===== src/rtl/traffic_pkg.sv =====
// Shared types for the highway/farm-road light sequencer:
// state codes, lamp codes and the per-state dwell lookup.
package traffic_pkg;

  typedef enum logic [2:0] {
    HG = 3'b000,
    HY = 3'b001,
    RF = 3'b010,
    FG = 3'b011,
    FY = 3'b100,
    RH = 3'b101
  } state_t;

  localparam logic [1:0] LT_RED = 2'b00;
  localparam logic [1:0] LT_YEL = 2'b01;
  localparam logic [1:0] LT_GRN = 2'b10;

  // Timer reload value (dwell-1) on entry to a state.
  // Illegal codes recover through RH, so they share its clearance.
  function automatic int unsigned dwell(
    input state_t      s,
    input int unsigned hwy_min,
    input int unsigned farm_max,
    input int unsigned yel_t,
    input int unsigned clr_t
  );
    case (s)
      HG:      dwell = hwy_min - 1;
      HY:      dwell = yel_t - 1;
      RF:      dwell = clr_t - 1;
      FG:      dwell = farm_max - 1;
      FY:      dwell = yel_t - 1;
      RH:      dwell = clr_t - 1;
      default: dwell = clr_t - 1;
    endcase
  endfunction

endpackage


===== src/rtl/tl_dwell_timer.sv =====
// Loadable down-counter that holds at zero.
// Drives the dwell-expired flag used by the sequencer.
module tl_dwell_timer #(
  parameter int            TW   = 5,
  parameter logic [TW-1:0] INIT = '0
) (
  input  logic          clk,
  input  logic          rst,
  input  logic          load,
  input  logic [TW-1:0] load_val,
  output logic [TW-1:0] value,
  output logic          zero
);

  // Reload on state change, otherwise count down and park at zero.
  always_ff @(posedge clk or posedge rst) begin
    if (rst) begin
      value <= INIT;
    end else if (load) begin
      value <= load_val;
    end else if (value != '0) begin
      value <= value - 1'b1;
    end
  end

  assign zero = (value == '0);

endmodule


===== src/rtl/traffic_light_seq.sv =====
// Highway/farm-road intersection sequencer: next-state
// logic, state register and Moore lamp decode.
module traffic_light_seq #(
  parameter int TW       = 5,
  parameter int HWY_MIN  = 16,
  parameter int FARM_MAX = 12,
  parameter int YEL_T    = 4,
  parameter int CLR_T    = 2
) (
  input  logic       clk_pad,
  input  logic       rst_pad,
  input  logic       car_pad,
  input  logic       emerg_pad,
  output logic [1:0] hwy_lt_pad,
  output logic [1:0] farm_lt_pad,
  output logic [2:0] state_pad,
  output logic       tmr_zero_pad
);

  import traffic_pkg::*;

  localparam int MAX_DW = 1 << TW;

  if (HWY_MIN < 1 || HWY_MIN > MAX_DW) begin : g_bad_hwy
    $error("HWY_MIN out of range for TW");
  end
  if (FARM_MAX < 1 || FARM_MAX > MAX_DW) begin : g_bad_farm
    $error("FARM_MAX out of range for TW");
  end
  if (YEL_T < 1 || YEL_T > MAX_DW) begin : g_bad_yel
    $error("YEL_T out of range for TW");
  end
  if (CLR_T < 1 || CLR_T > MAX_DW) begin : g_bad_clr
    $error("CLR_T out of range for TW");
  end

  state_t        state;
  state_t        state_nx;
  logic [TW-1:0] tmr;
  logic          tmr_zero;
  logic          load;
  logic [TW-1:0] load_val;

  // State register; reset lands on highway green.
  always_ff @(posedge clk_pad or posedge rst_pad) begin
    if (rst_pad) begin
      state <= HG;
    end else begin
      state <= state_nx;
    end
  end

  // Next state plus timer reload on any state change.
  always_comb begin
    state_nx = state;
    case (state)
      HG: if (tmr_zero && car_pad && !emerg_pad) state_nx = HY;
      HY: if (tmr_zero) state_nx = RF;
      RF: begin
        if (emerg_pad)     state_nx = RH;
        else if (tmr_zero) state_nx = FG;
      end
      FG: if (emerg_pad || !car_pad || tmr_zero) state_nx = FY;
      FY: if (tmr_zero) state_nx = RH;
      RH: if (tmr_zero) state_nx = HG;
      default: state_nx = RH;
    endcase
    load     = (state_nx != state);
    load_val = TW'(dwell(state_nx, HWY_MIN, FARM_MAX, YEL_T, CLR_T));
  end

  tl_dwell_timer #(
    .TW   (TW),
    .INIT (TW'(HWY_MIN - 1))
  ) u_timer (
    .clk      (clk_pad),
    .rst      (rst_pad),
    .load     (load),
    .load_val (load_val),
    .value    (tmr),
    .zero     (tmr_zero)
  );

  // Moore lamp decode; anything not green/yellow shows red.
  always_comb begin
    hwy_lt_pad  = LT_RED;
    farm_lt_pad = LT_RED;
    case (state)
      HG: hwy_lt_pad  = LT_GRN;
      HY: hwy_lt_pad  = LT_YEL;
      FG: farm_lt_pad = LT_GRN;
      FY: farm_lt_pad = LT_YEL;
      default: begin
        hwy_lt_pad  = LT_RED;
        farm_lt_pad = LT_RED;
      end
    endcase
  end

  assign state_pad    = state;
  assign tmr_zero_pad = tmr_zero;

endmodule


===== config.mk =====
export PLATFORM = sky130hd
export DESIGN_NAME = traffic_light_seq
export DESIGN_NICKNAME = d
export VERILOG_FILES = /design/src/rtl/traffic_pkg.sv /design/src/rtl/tl_dwell_timer.sv /design/src/rtl/traffic_light_seq.sv
export SDC_FILE = /design/constraint.sdc
export NUM_CORES = 1
export LEC_CHECK = 0
export ABC_AREA = 0
export CORE_MARGIN = 1.5
export CORE_UTILIZATION = 49
export DETAILED_ROUTE_END_ITERATION = 6
export HOLD_SLACK_MARGIN = 0.06
export PLACE_DENSITY = 0.79
export SLEW_MARGIN = 10
export SYNTH_ARGS = -nofsm -noshare
export SYNTH_HDL_FRONTEND = slang
export SYNTH_HIERARCHICAL = 1
export SYNTH_SLANG_ARGS = --single-unit

===== constraint.sdc =====
create_clock -name clk_pad -period 2.25 [get_ports clk_pad]
set_input_delay 0.675 -clock clk_pad [delete_from_list [all_inputs] [get_ports clk_pad]]
set_output_delay 0.675 -clock clk_pad [all_outputs]
set_load 0.05 [all_outputs]

==> flow_summary_export.csv <==
group,metric,value,unit
logic_synthesis,netlist-cell-type-count,38,
logic_synthesis,syn-cell-area,644.4,um^2
grt,grt-ovfl-total,0,
outcome,run_status,"finished, final reports clean",
logic_synthesis,async_flop_share,1.000,
placed_design,place_congestion,0.7607,
finish,instances_no_fill,102,
logic_synthesis,ys_seq_area_frac,0.3184,
sta,skew,0.003161,ns
sta,rsz0062_at_grt,"no",
logic_synthesis,yosysWarnings,6,
worst_setup_path,end_kind,"output pin",
grt,grt_start_max_net_pins,15,
sta,finalCritPeriodShare,0.9016,
placed_design,dp.cells,98,
finish,drive_gt1_frac,0.3636,
floorplan,row_count,12,
worst_setup_path,cp_data_arrival_time,1.35,ns
drt,drc,0,
grt,grt_use_total,0.2299,
clock_tree,postCtsSetupBuffers,0,
drt,wl,1.388,mm
drt,drt-pass1-iter-count,4,
clock_tree,cts_tree,"built",
floorplan,ioPinCount,12,
logic_synthesis,synthFlopType,"dfstp_2",
finish,multiInputGateArea,390.4,um^2
clock_tree,cts_buffers,3,
clock_tree,htreeDepth,1,
clock_tree,clkSinkCount,8,
finish,num_antenna_cells,0,
clock_tree,clock_latency,0.25,ns
power_and_ir_drop,p_per_area,1767,nW/um^2
floorplan,die_h,39.27,um
floorplan,dieArea,1542,um^2
drt,drt_iter0_drc,10,
grt,grt_first_pass_wirelength,2.332,mm
logic_synthesis,synth_seq_cells,8,
worst_setup_path,start_kind,"register",
finish,layout.nets,94,
sta,max_freq,493.0,MHz
finish,fill_cells,97,
worst_setup_path,path_class,"reg -> out",
clock_tree,clockRootBuffer,"clkbuf_4",
drt,routed-via-count,585,
worst_setup_path,critical_path_peak_fanout,10,
placed_design,post_dp_cell_area,829.5,um^2
worst_hold_path,min_path_type,"reg -> reg",
logic_synthesis,synth_edf_count,0,
finish,register_area,205.2,um^2
placed_design,place_hpwl,1.073,mm
job,drv_cap,0,
placed_design,io_buffers,11,
worst_setup_path,cp.required,1.57,ns
sta,min_period,2.029,ns
logic_synthesis,netlist.area_leader.share,0.1631,
power_and_ir_drop,vdd_drop_max,1.021,mV
sta,finalHoldViolCount,0,
drt,antenna_left,0,
finish,final_util,0.7308,
placed_design,place_ws,0.1372,ns
floorplan,core_area,1171,um^2
grt,grt_pass1_vias,531,
sta,setup_violations,0,
logic_synthesis,synthesis.nets,78,
grt,antenna_found_initial,0,
sta,maxSlewViolCount,0,
sta,fin_setup_tns,0,ns
logic_synthesis,ys_top_cells_by_area,"dfstp_2, dfrtp_1, buf_6, nand2_1, xnor2_1",
finish,design_area,855.8,um^2
logic_synthesis,yosys.area.top_type,"dfstp_2",
drt,vias_per_cell,5.735,
logic_synthesis,syn_inst,73,
floorplan,chipWidth,39.27,um
power_and_ir_drop,power.leakage,0.3599,nW
finish,syn2layout_area_growth,32.82,%
clock_tree,clock_path_buffers,2,
clock_tree,post_cts_resized,0,
clock_tree,clk_pin_slew,0.06,ns
drt,wl_per_cell,13.61,um
sta,timing.hold.ws,0.6030,ns
logic_synthesis,synth.avg_cell_area,8.827,um^2
sta,setup_slack,0.2215,ns
floorplan,initial_core_util,0.5502,
power_and_ir_drop,power,1.512,mW
clock_tree,holdBufCountCts,0,
cells in the mapped netlist, types with 2 or more instances:
cell type / n
buf_6: 3
nand2b_1: 3
dfstp_2: 4
inv_1: 5
nor3_1: 3
nor2b_1: 4
conb_1: 2
xnor2_1: 3
o31ai_1: 2
nor2_1: 2
inv_2: 2
nand2_1: 7
o21ai_0: 2
dfrtp_1: 4
a21oi_1: 3
o21ai_1: 2
layout make-up:
type,instances,area share
clock buffer,4,0.03070
inverter,7,0.03070
multi-input combinational,53,0.4561
sequential,8,0.2398
tap,14,0.02047
timing repair buffer,16,0.2222
critical path, cell delays in order, from the launching register on:
cell	delay (ns)
dfrtp_1	0.58
inv_2	0.13
and3_1	0.23
buf_12	0.15
where the power goes:
group	total [mW]	leakage [nW]	internal, mW	switching [mW]
logic	1.02	0.251	0.468	0.556
registers	0.370	0.0940	0.244	0.125
clock network	0.118	0.0150	0.0679	0.0504
total	1.51	0.360	0.780	0.732
cell usage in the layout, fill, tap and decap left out, drive strengths merged:
master,Yosys,final
buf,4,13
nand3,1,1
dfstp,4,4
clkbuf,1,4
o221a,1,1
dfrtp,4,4
o2bb2ai,1,1
conb,2,2
mux2i,1,1
clkdlybuf4s50,0,3
nor2b,4,4
a21oi,3,3
o221ai,1,1
mux2,1,1
and3,1,1
nor4b,1,1
ha,1,1
o22ai,1,1
or3,1,1
nor3,4,4
o211ai,1,1
a32o,1,1
xnor2,3,3
o31ai,2,2
inv,7,7
nor2,2,2
and2b,1,1
nand2,8,8
nand2b,3,3
and3b,1,1
o21ai,5,5
a31oi,1,1
a21bo,1,1
worst paths after layout:
| check | from | end | slack, ns | depth (start not counted) |
|---|---|---|---|---|
| setup / recovery | state_pad[2] | farm_lt_pad[1] | 0.22 | 3 |
| hold / removal | u_timer/value[4] | u_timer/value[4] | 0.60 | 2 |
| setup reg to reg | u_timer/value[0] | u_timer/value[3] | 0.30 | 10 |
| hold reg to reg | u_timer/value[4] | u_timer/value[4] | 0.60 | 2 |
| max in group asynchronous | rst_pad | u_timer/value[0] | 1.36 | 2 |
| min in group asynchronous | rst_pad | state_pad[1] | 0.62 | 2 |
sequential cells by signal (all words and copies together) (netlist names):
register	flops
u_timer/value	5
state_pad	3
metal layers:
metal  up-vias  wire [um]  track usage
li1        280          -            -
met2        20        672       0.3625
met1       285        629       0.2898
met5         -          0            0
met4         0          0      0.06897
met3         0         86      0.08523
kinds of logic (layout without fill, tap and decap cells):
| group | Yosys count | after routing | share of synthesized area |
|---|---|---|---|
| AND/OR/NAND/NOR | 27 | 27 | 0.2680 |
| AO/OA/AOI/OAI | 18 | 18 | 0.1981 |
| buffers and inverters | 12 | 27 | 0.1107 |
| flip-flops | 8 | 8 | 0.3185 |
| XOR/XNOR | 3 | 3 | 0.04078 |
| other | 2 | 2 | 0.01165 |
| multiplexers | 2 | 2 | 0.03301 |
| adder cells (fa/ha/maj) | 1 | 1 | 0.01941 |
Note: power is estimated with default switching activity, not from simulation.
